## config.mk

```make
export PLATFORM = sky130hd
export DESIGN_NAME = bldc_commutator
export DESIGN_NICKNAME = d
export VERILOG_FILES = /design/src/rtl/bldc_commutator.sv
export SDC_FILE = /design/constraint.sdc
export NUM_CORES = 1
export LEC_CHECK = 0
export ABC_AREA = 1
export CAP_MARGIN = 0
export CORE_MARGIN = 2
export CORE_UTILIZATION = 45
export DETAILED_ROUTE_END_ITERATION = 7
export MAX_ROUTING_LAYER = met4
export PLACE_DENSITY = 0.76
export SYNTH_ARGS = -nofsm -noshare
export SYNTH_HDL_FRONTEND = slang
export SYNTH_SLANG_ARGS = --single-unit
```

## constraint.sdc

```tcl
create_clock -name clk -period 1.9 [get_ports clk]
set_input_delay 0.475 -clock clk [delete_from_list [all_inputs] [get_ports clk]]
set_output_delay 0.475 -clock clk [all_outputs]
set_load 0.005 [all_outputs]
```

## src/rtl/bldc_commutator.sv

```systemverilog
`default_nettype none
// ============================================================================
// Module      : bldc_commutator
// Description : 6-step BLDC commutation with hall filtering, PWM chopping of
//               the high side, per-phase dead time and illegal-hall fault latch.
// Revision    : 1.0 - initial release
// ============================================================================
module bldc_commutator #(
  parameter int PWM_W    = 8,
  parameter int DEAD_CYC = 4,
  parameter int FILT_CYC = 3
) (
  input  logic             clk,
  input  logic             rst_n,
  input  logic             en,
  input  logic             dir,
  input  logic [PWM_W-1:0] duty,
  input  logic [2:0]       hall,
  input  logic             fault_clr,
  output logic [2:0]       gate_hi,
  output logic [2:0]       gate_lo,
  output logic [2:0]       sector,
  output logic             fault
);

  localparam int               c_FW      = $clog2(FILT_CYC + 1);
  localparam int               c_DW      = $clog2(DEAD_CYC + 1);
  localparam logic [c_FW-1:0]  c_FILT    = c_FW'(FILT_CYC);
  localparam logic [c_DW-1:0]  c_DEAD    = c_DW'(DEAD_CYC);
  localparam logic [PWM_W-1:0] c_CNT_MAX = '1;

  // Encodings differ by one bit from OFF so the gate decodes never glitch.
  typedef enum logic [1:0] {
    ST_OFF = 2'b00,
    ST_HI  = 2'b01,
    ST_LO  = 2'b10
  } phase_state_t;

  logic [2:0]       r_s1, r_s2, r_cand, r_hall_f;
  logic [c_FW-1:0]  r_fcnt, w_fcnt_nxt;
  logic             r_init, r_fault;
  logic [2:0]       r_sector, r_req_hi, r_req_lo;
  logic [PWM_W-1:0] r_cnt, r_duty_q;
  logic             w_hf_valid, w_fault_set, w_pwm_on;
  logic [2:0]       w_sec, w_fwd_hi, w_fwd_lo, w_dec_hi, w_dec_lo;

  // Count of consecutive edges on which the synchronised code was unchanged.
  always_comb begin
    w_fcnt_nxt = c_FW'(1);
    if (r_s2 == r_cand) begin
      w_fcnt_nxt = (r_fcnt == c_FILT) ? r_fcnt : r_fcnt + c_FW'(1);
    end
  end

  always_ff @(posedge clk or negedge rst_n) begin
    if (!rst_n) begin
      r_s1     <= '0;
      r_s2     <= '0;
      r_cand   <= '0;
      r_fcnt   <= '0;
      r_hall_f <= '0;
    end else begin
      r_s1   <= hall;
      r_s2   <= r_s1;
      r_cand <= r_s2;
      r_fcnt <= w_fcnt_nxt;
      if (w_fcnt_nxt == c_FILT) r_hall_f <= r_s2;
    end
  end

  assign w_hf_valid  = (r_hall_f != 3'b000) && (r_hall_f != 3'b111);
  // The 000 left by reset is not a sensor fault; only codes seen after a valid one are.
  assign w_fault_set = !w_hf_valid && !r_init;

  always_comb begin
    w_sec    = 3'd7;
    w_fwd_hi = 3'b000;
    w_fwd_lo = 3'b000;
    case (r_hall_f)
      3'b001: begin w_sec = 3'd0; w_fwd_hi = 3'b001; w_fwd_lo = 3'b010; end
      3'b011: begin w_sec = 3'd1; w_fwd_hi = 3'b001; w_fwd_lo = 3'b100; end
      3'b010: begin w_sec = 3'd2; w_fwd_hi = 3'b010; w_fwd_lo = 3'b100; end
      3'b110: begin w_sec = 3'd3; w_fwd_hi = 3'b010; w_fwd_lo = 3'b001; end
      3'b100: begin w_sec = 3'd4; w_fwd_hi = 3'b100; w_fwd_lo = 3'b001; end
      3'b101: begin w_sec = 3'd5; w_fwd_hi = 3'b100; w_fwd_lo = 3'b010; end
      default: ;
    endcase
  end

  assign w_dec_hi = dir ? w_fwd_lo : w_fwd_hi;
  assign w_dec_lo = dir ? w_fwd_hi : w_fwd_lo;
  assign w_pwm_on = (r_cnt < r_duty_q);

  always_ff @(posedge clk or negedge rst_n) begin
    if (!rst_n) begin
      r_init   <= 1'b1;
      r_fault  <= 1'b0;
      r_sector <= 3'd7;
      r_req_hi <= '0;
      r_req_lo <= '0;
      r_cnt    <= '0;
      r_duty_q <= '0;
    end else begin
      if (w_hf_valid) r_init <= 1'b0;
      if (w_fault_set)                   r_fault <= 1'b1;
      else if (fault_clr && w_hf_valid)  r_fault <= 1'b0;
      r_sector <= w_sec;
      r_req_hi <= {3{en & ~r_fault & w_pwm_on}} & w_dec_hi;
      r_req_lo <= {3{en & ~r_fault}} & w_dec_lo;
      r_cnt    <= r_cnt + PWM_W'(1);
      // Duty only takes effect at a period boundary.
      if (r_cnt == c_CNT_MAX) r_duty_q <= duty;
    end
  end

  generate
    for (genvar p = 0; p < 3; p++) begin : g_phase
      phase_state_t    r_state, w_state_nxt;
      logic [c_DW-1:0] r_dcnt, w_dcnt_nxt;

      always_comb begin
        w_state_nxt = r_state;
        w_dcnt_nxt  = r_dcnt;
        case (r_state)
          ST_OFF: begin
            if (r_dcnt != c_DEAD) w_dcnt_nxt = r_dcnt + c_DW'(1);
            if (r_req_hi[p] && (r_dcnt == c_DEAD))      w_state_nxt = ST_HI;
            else if (r_req_lo[p] && (r_dcnt == c_DEAD)) w_state_nxt = ST_LO;
          end
          ST_HI: begin
            if (!r_req_hi[p]) begin
              w_state_nxt = ST_OFF;
              w_dcnt_nxt  = '0;
            end
          end
          ST_LO: begin
            if (!r_req_lo[p]) begin
              w_state_nxt = ST_OFF;
              w_dcnt_nxt  = '0;
            end
          end
          default: begin
            w_state_nxt = ST_OFF;
            w_dcnt_nxt  = '0;
          end
        endcase
      end

      always_ff @(posedge clk or negedge rst_n) begin
        if (!rst_n) begin
          r_state <= ST_OFF;
          r_dcnt  <= c_DEAD;
        end else begin
          r_state <= w_state_nxt;
          r_dcnt  <= w_dcnt_nxt;
        end
      end

      assign gate_hi[p] = (r_state == ST_HI);
      assign gate_lo[p] = (r_state == ST_LO);
    end
  endgenerate

  assign sector = r_sector;
  assign fault  = r_fault;

endmodule
`default_nettype wire
```

Word-level counts from Yosys, hierarchy flattened
Cells that the tools add are included.
{ "word_totals": {"elab_cells": 128, "out_inout_bits": 10, "reg_bits": 56} }
{ "classes": {"magnitude_cmp": 1, "n_mux": 36, "eq_ne": 35, "n_reduce_logical": 28, "n_addsub": 5, "bitwise_logic": 5} }
{ "op_table": {"columns": ["op", "n"], "rows": [
  ["one-hot mux 3 bit (3 select lines)", 5],
  ["two-way mux 3 bit", 11],
  ["two-way mux 2 bit", 14],
  ["inequality test 3 bit, second input constant", 7],
  ["== test 3 bit, second input constant", 6],
  ["inequality test 2 bit, second input constant", 9],
  ["one-hot mux 2 bit (3 select lines)", 3],
  ["one-hot mux 3 bit (6 select lines)", 1],
  ["AND reduction 3 bit", 6],
  ["OR reduction 2 bit", 6],
  ["== test 2 bit, second input constant", 5],
  ["adder 3 x 1 -> 3 bit, second input constant", 3],
  ["logical AND 1 bit", 9],
  ["adder 8 x 1 -> 8 bit, second input constant", 1],
  ["== test 8 bit, second input constant", 1],
  ["less-than comparator 8 bit", 1],
  ["bitwise AND 3 bit", 2],
  ["== test 2 x 1 -> 1 bit, second input constant", 3],
  ["== test 3 x 2 -> 1 bit, second input constant", 2],
  ["zero test 2 bit", 3],
  ["== test 3 x 1 -> 1 bit, second input constant", 1],
  ["== test 3 bit", 1],
  ["nonzero test 3 bit", 1],
  ["adder 2 x 1 -> 2 bit, second input constant", 1],
  ["other kinds (5)", 8]
]} }

Depth between registers and ports, before layout
Gate-level depths: netlist of run 1.
{ "logic_depth": {"ltp_word": 5, "depth_mapped": 9} }

Worst setup path before layout of run 1
Ideal clock, no wire load.
{ "synth_timing": {"path_type": "register -> register", "start": "register r_cnt[1]", "end": "register r_duty_q[6]", "path_buffers": 1, "stages_incl_launch_ff": 8, "arrival_time_ns": 1.209, "setup_time_ns": 0.117, "path_slack_ns": 0.574, "cell_sequence": "dfrtp_1 > ha_1 > nand2_2 > nor3_2 > nand4_2 > buf_6 > nand2_2 > o21ai_2"} }
{ "synth_via": {"elab_chain_cells": 1} }
{ "synth_rtl": {"columns": ["item", "line", "rtl"], "rows": [
  ["from (decl)", "43", "logic [PWM_W-1:0] r_cnt, r_duty_q;"],
  ["from (signal assigned)", "110", "r_cnt <= r_cnt + PWM_W'(1);"],
  ["== test 8 bit", "112", "if (r_cnt == c_CNT_MAX) r_duty_q <= duty;"],
  ["to (signal assigned)", "112", null],
  ["to (decl)", "43", null]
]} }
Every way passes these cells.
A chain may end at the register's enable or synchronous reset.

Worst setup path after layout of run 1
{ "layout_timing": {"start": "register g_phase[1].r_state[0]", "end": "output gate_hi[1]"} }
{ "layout_via": {"elab_chain_cells": 1} }
{ "layout_rtl": {"columns": ["item", "line", "rtl"], "rows": [
  ["from (decl)", "118", "phase_state_t r_state, w_state_nxt;"],
  ["from (signal assigned)", "154", "r_state <= w_state_nxt;"],
  ["== test 2 x 1 -> 1 bit", "159", "assign gate_hi[p] = (r_state == ST_HI);"],
  ["to (decl)", "20", "output logic [2:0] gate_hi,"]
]} }
Every way passes these cells.

==> results of run 1 <==
==> layer usage <==
layer	wire length, um	vias to the layer above	track usage, %
met4	46	0	3.729
met2	1921	36	24.17
li1	-	983	-
met5	0	-	-
met3	147	7	3.146
met1	1929	837	17.35
==> synth_stat cells, drive strengths merged <==
cell type	instances
a211oi	2
a21oi	7
and2	1
and3	1
buf	1
clkbuf	1
dfrtp	49
dfstp	7
ha	14
inv	51
nand2	56
nand3	17
nand3b	1
nand4	8
nor2	33
nor3	2
o21ai	26
o22ai	1
o31ai	2
or2	1
xnor2	4
xor2	5
==> layout by cell type, fill, tap and decap left out, types with 5 or more instances in the layout <==
cell	Yosys	final
nor2_1	33	32
a21oi_1	7	7
ha_1	14	14
o21ai_2	8	8
dfstp_2	7	7
nand3_1	17	17
inv_1	50	50
dfrtp_1	49	49
o21ai_0	18	18
clkbuf_8	0	5
nand2_1	53	53
xor2_1	5	5
clkdlybuf4s50_1	0	21
nand4_1	7	7
==> what timing repair did <==
action                                  in CTS  in global routing
endpoints found under the hold margin        0                  0
endpoints found under the setup margin       0                  5
setup buffers                                0                  2
resized for setup                            0                  4
==> critical path, stage by stage (launching register included) <==
cell and delay, ns:
dfrtp_1 0.39, inv_1 0.06, nor2_2 0.11, clkdlybuf4s50_1 0.51
==> kinds of logic (layout without fill, tap and decap cells) <==
group                    Yosys count  count (layout)  share of synthesized area, %
adder cells (fa/ha/maj)           14              14                         6.670
AO/OA/AOI/OAI                     38              38                         8.814
flip-flops                        56              56                         53.69
XOR/XNOR                           9               9                         3.001
AND/OR/NAND/NOR                  120             120                         19.96
buffers and inverters             53              88                         7.861
==> through the flow <==
step,instance area [um2],hold slack (ns),power [mW],setup TNS [ns]
after global placement,2974,0.3324,2.395,0
after detailed placement,2974,0.3347,2.444,0
after global routing,3092,0.1750,3.324,-0.01976
after CTS,3067,0.1609,3.099,0
final,3092,0.1412,3.065,0
after floorplan,2626,0.1794,2.140,0
==> path summary, 6_finish.rpt <==
kind / to / cells past startpoint
worst max-delay path: gate_hi[1] / 3
worst min-delay path: g_phase[1].r_state[0] / 2
worst max register to register: g_phase[1].r_dcnt[1] / 7
worst min register to register: r_s2[0] / 0
max in group asynchronous: sector[1] / 2
min in group clk: r_s2[0] / 0
==> state kept, by name, summed over array words and instances, names as in the netlist <==
register and count:
g_phase.r_dcnt 9, r_cnt 8, r_duty_q 8, g_phase.r_state 6, r_cand 3, r_hall_f 3
r_req_hi 3, r_req_lo 3, r_s1 3, r_s2 3, sector 3, r_fcnt 2
fault 1, r_init 1
==> cell type report <==
class,count,area share [%]
tap,72,2.914
multi-input combinational,181,32.74
sequential,56,45.61
clock inverter,3,0.7689
inverter,51,6.192
clock buffer,5,2.226
timing repair buffer,29,9.551
==> power groups by stage <==
stage	combinational, mW	clock (mW)	sequential, mW
final	0.835	0.647	1.58
after global routing	0.988	0.724	1.61
after CTS	0.844	0.670	1.58
after detailed placement	0.835	0	1.61
after global placement	0.796	0	1.60
after floorplan	0.562	0	1.58
==> impl_results.md, run 1 <==
* Post-route insts no fill at just under 400
* Yosys top cell area share at 46.69%
* Placed cells at 387
* Crit path launch type: flip-flop
* Sw Pwr at around 1000 uW
* Final WS setup at slightly above 0.04 ns
* Via/cell ratio at between 4 and 5
* Synthesized net count at 320
* Pleak at ~1.7 nW
* Yosys cell types at 27
* Final-layout fill cell count at a little under 500
* Largest net degree at the start of global routing at 57
* 1st-iter DRT viols at 89
* Power density over cell area at 991.3 nW/um2
* Initial DRT Pass Iterations at 4
* Syn Inst Count at 290
* Total grt overflow at 0
* Skew final at ~0.0074 ns
* Die Y at around 80 um
* Root buffer selected by CTS: clkbuf_8
* R2r setup slk at about 0.45 ns
* Endpoints failing hold at 0
* Num rows at 27
* Clock latency on the worst-skew pair at approximately 0.3 ns
* Layout cells sized above 1 at ~11%
* Global-route wire length before repair at slightly above 7000 um
* Relative slew margins at between 70 and 80%
* Worst Path Arrival at 1.38 ns
* CP required at roughly 1.4 ns
* Number of global-route vias before repair at around 1700
* RD Place Congestion at between 0.7 and 0.8
* Clock power share at a little over a fifth
* Fmax at about 540 MHz
* Final setup violation count at 0
* Die X-Extent at approximately 80 um
* Leading area contributor after synthesis: dfrtp_1
* HPWL Detailed at between 2000 and 3000 um
* Max-Cap Viols at 0
* Fin. max-slew vios at 0
* Total die area at roughly 6500 um2
* CTS tree: built
* Tmin final at 1.859 ns
* Worst Hold Class: in -> async
* Crit path max fanout at 3
* ANT cells at 0
* Initial Utilization at about 47%
* Largest cells by area after synthesis: dfrtp_1 47%, nand2_1 7.6%, inv_1 7.1%, dfstp_2 7.0%, ha_1 6.7%
* Worst reg2reg path startpoint: g_phase[1].r_state[0]
* Initial antenna violation count at 0
* Wire length per cell at 10.19 um
* Syn avg cell area at 9.056 um2
* Pre-CTS setup slack at roughly 0.26 ns
* Clock sink total at between 50 and 60
* Worst Setup SP: g_phase[1].r_state[0]
* # hold bufs at CTS at 0
* Sequential cell area fraction in the yosys report at a little over half
* Register area at ~1400 um2
* Internal power at about 2.1 mW
* Sw Ratio at around 32%
* Post-Synthesis Cell Area at approximately 2600 um2
* Vias at between 1500 and 2000
* Crit end category: primary output
* Residual DRC count at 0
* Maximum buffer depth of the clock tree at 2
* Slew @ Worst Pin at 0.3593 ns
* Synth-to-Final Area Change at 17.72%
* Total CTS buffers at 5
* Reg power frac at 51.6%
* Critical path class: reg -> out
* Routed Antenna Nets at 0
* Period utilization at a little over nine tenths
* H-tree lvl count at 2
* Comb pwr share at a little over a quarter
* Multi-input logic area at 1012 um2
* Io pins at 26
* Synth warn at 0
* Drt total wl at 4044 um
* All-Layer GR Usage at around 14%
* Status: completed
* Reg clk slew, reported paths at ~0.10 ns
* VDD IR max at approximately 450 uV
* Placeable Area at ~5600 um2
* NumNets Final at roughly 350
* Port-buffer cells at 25
* Util after Layout at roughly 55%
* Synthesized flop and latch total at 56
(Power assumes the default switching activity.)
==> run 2, diff against run 1 <==
==> constraint.sdc (replaced) <==
create_clock -name clk -period 2.03 [get_ports clk]
set_input_delay 0.5075 -clock clk [delete_from_list [all_inputs] [get_ports clk]]
set_output_delay 0.5075 -clock clk [all_outputs]
set_load 0.005 [all_outputs]
==> run 2 against run 1 <==
  * Routed wire length up 2.1%
  * Via count up 1.7%
  * Clock skew down 0.0025 ns
  * Sequential power down 6%
  * Cell count down 0.50%
  * Largest cell class unchanged
  * Setup slack better by 0.086 ns
  * Clock-buffer cell count up 1
  * Critical path depth down 1
  * Worst hold slack worse by 0.0042 ns
  * Power down 1.5%
  * Die area unchanged
==> impl_results.md, run 2 (synthesized netlist as in run 1, its figures left out) <==
* Status: completed (unchanged)
* Routed Antenna Nets at 0 (unchanged)
* Met1 WL at 1900 um (was 1929 um)
* NumNets Final at 352 (was 354)
* Worst Hold Class: in -> async (unchanged)
* 1st-iter DRT viols at 101 (was 89)
* Max reg flops at 9 (unchanged)
* Clock power share at 25.4% (was 21.1%)
* HPWL Detailed at 3084 um (was 2990 um)
* Sw Ratio at 30.62% (was 32.43%)
* Clock sink total at 56 (unchanged)
* Reg power frac at 49.2% (was 51.6%)
* Endpoints failing hold at 0 (unchanged)
* Fmax at roughly 530 MHz
* Clock latency on the worst-skew pair at 0.31 ns (was 0.30 ns)
* Register area at 1410 um2 (unchanged)
* Placeable Area at 5574 um2 (unchanged)
* Period utilization at 93.78%
* Wire length per cell at 10.45 um (was 10.19 um)
* Worst reg2reg path startpoint: r_cnt[0] (was g_phase[1].r_state[0])
* Crit path max fanout at 3 (unchanged)
* Sw Pwr at 924.4 uW (was 994.0 uW)
* Largest net degree at the start of global routing at 37 (was 57)
* Via/cell ratio at 4.795 (was 4.693)
* Io pins at 26 (unchanged)
* Reg2reg path depth at 7 (unchanged)
* Die Y at 80.40 um (unchanged)
* Internal power at 2.094 mW (was 2.071 mW)
* Initial Utilization at 47.12% (unchanged)
* Crit end category: primary output (unchanged)
* Num rows at 27 (unchanged)
* Reg clk slew, reported paths at 0.10 ns (about the same)
* Slowest CP cell: clkdlybuf4s50_1 (unchanged)
* Total CTS buffers at 5 (unchanged)
* Maximum buffer depth of the clock tree at 2 (unchanged)
* Final setup violation count at 0 (unchanged)
* Final-layout fill cell count at 510 (was 489)
* Relative slew margins at 68.20% (was 75.87%)
* ANT cells at 0 (unchanged)
* Crit Reg-Reg Endpoint: r_duty_q[3] (was g_phase[1].r_dcnt[1])
* Max layer used: met4 (unchanged)
* CP top delay family: buffers and inverters (unchanged)
* Multi-input logic area at 1010 um2 (was 1012 um2)
* Skew final at 0.004842 ns (was 0.007389 ns)
* Metal2 WL at 1991 um (was 1921 um)
* Slowest stage delay, CP at 0.52 ns (was 0.51 ns)
* Setup TNS at 0 ns (unchanged)
* Power density over cell area at 975.1 nW/um2 (was 991.3 nW/um2)
* # hold bufs at CTS at 0 (unchanged)
* Synth-to-Final Area Change at 17.87% (was 17.72%)
* Met3 WL at 180 um (was 147 um)
* H-tree lvl count at 2 (unchanged)
* Total die area at 6463 um2 (unchanged)
* Drt total wl at 4128 um (was 4044 um)
* Most common cell after layout, fill and taps aside: nand2_1 (unchanged)
* Largest registers: g_phase.r_dcnt (9), r_cnt (8), r_duty_q (8) (unchanged)
* Total grt overflow at 0 (unchanged)
* Initial antenna violation count at 0 (unchanged)
* R2r setup slk at 0.62 ns (was 0.45 ns)
* Number of global-route vias before repair at 1717 (was 1716)
* Max-Cap Viols at 0 (unchanged)
* Pleak at 1.646 nW (was 1.691 nW)
* CP required at 1.52 ns (was 1.42 ns)
* Buf+Inv Stages, Crit Path at 1 (was 2)
* Fin. max-slew vios at 0 (unchanged)
* Layout Cell Area excl Fill at 3095 um2 (was 3092 um2)
* Initial DRT Pass Iterations at 4 (unchanged)
* Final Power at 3.018 mW (was 3.065 mW)
* Root buffer selected by CTS: clkbuf_8 (unchanged)
* Comb pwr share at 25.4% (was 27.2%)
* Critical path class: reg -> out (unchanged)
* Most frequent cells in the layout: 53 x nand2_1, 50 x inv_1, 49 x dfrtp_1 (unchanged)
* Port-buffer cells at 25 (unchanged)
* Tmin final at between 1.5 and 2 ns
* Vias at 1894 (was 1863)
* RSZ-0062 raised after global routing: no
* Crit path launch type: flip-flop (unchanged)
* Cell area after placement at 2974 um2 (unchanged)
* Biggest register: g_phase.r_dcnt (unchanged)
* RD Place Congestion at 0.8184 (was 0.7850)
* Pre-CTS setup slack at 0.3292 ns (was 0.2642 ns)
* Slew @ Worst Pin at 0.4770 ns (was 0.3593 ns)
* Global-route wire length before repair at 7258 um (was 7065 um)
* Post-CTS sizing at 0 (unchanged)
* Worst Path Arrival at 1.40 ns (was 1.38 ns)
* Residual DRC count at 0 (unchanged)
* Final WS setup at 0.1262 ns (was 0.04055 ns)
* CP Cell Sequence: nor2_1 > clkdlybuf4s50_1 (was inv_1 > nor2_2 > clkdlybuf4s50_1)
* VDD IR max at 466.1 uV (was 446.5 uV)
* CTS tree: built (unchanged)
* Die X-Extent at 80.40 um (unchanged)
* Layout cells sized above 1 at 10.22% (was 11.08%)
* All-Layer GR Usage at 14.84% (was 14.26%)
* Post-CTS Setup Bufs at 0 (unchanged)
==> run 2: cell count changes in the layout (fill, tap and decap cells not counted), moves of 2 or more <==
cell,previous run,this run
clkinvlp_4,2,0
clkdlybuf4s50_1,21,24
dlymetal6s2s_1,3,0
buf_4,3,1
==> run 2: worst max-delay path by stage <==
stage / end / cells past startpoint / start
finish: gate_lo[1] / 2 / g_phase[1].r_state[0]
global route: gate_lo[0] / 3 / g_phase[0].r_state[1]
CTS: gate_lo[1] / 2 / g_phase[1].r_state[0]
detailed placement: r_req_hi[0] / 7 / en
global placement: r_req_hi[2] / 7 / en
floorplan: r_duty_q[6] / 7 / r_cnt[1]
==> run 2: metrics by stage <==
stage	cells	hold WS [ns]	utilization [%]
2_1_floorplan	290	0.2119	-
3_3_place_gp	387	0.3326	53.36
3_5_place_dp	387	0.3365	53.36
4_1_cts	395	0.1483	55.53
5_1_grt	395	0.1595	55.53
6_report	395	0.1370	55.53
==> run 2: worst reg2reg max path, cell delays in order, from the launching register on <==
cell and delay [ns]:
dfrtp_1 0.39, ha_1 0.21, nand2_2 0.07, nor3_2 0.17
nand4_2 0.10, buf_4 0.22, nand2_1 0.09, o21ai_2 0.05
==> run 2: area by class of cell <==
| cell class | instances | share of cell area (%) |
|---|---|---|
| inverters | 51 | 6.184 |
| repair buffers | 27 | 8.812 |
| multi-input cells | 181 | 32.62 |
| clock inverters | 2 | 1.253 |
| well taps | 72 | 2.910 |
| clock buffers | 6 | 2.668 |
| flip-flops and latches | 56 | 45.55 |
==> run 2: routing by layer <==
metal / vias up / global-route usage [%]
li1: 978 / -
met1: 871 / 17.92
met2: 38 / 24.58
met3: 7 / 3.371
met4: 0 / 5.085
met5: - / -
==> run 2: power by group through the flow <==
stage          clock [mW]  combinational [mW]  sequential (mW)
2_1_floorplan           0               0.526             1.48
3_3_place_gp            0               0.743             1.50
3_5_place_dp            0               0.773             1.51
4_1_cts             0.793               0.776             1.49
5_1_grt             0.841               0.904             1.52
6_report            0.768               0.767             1.48
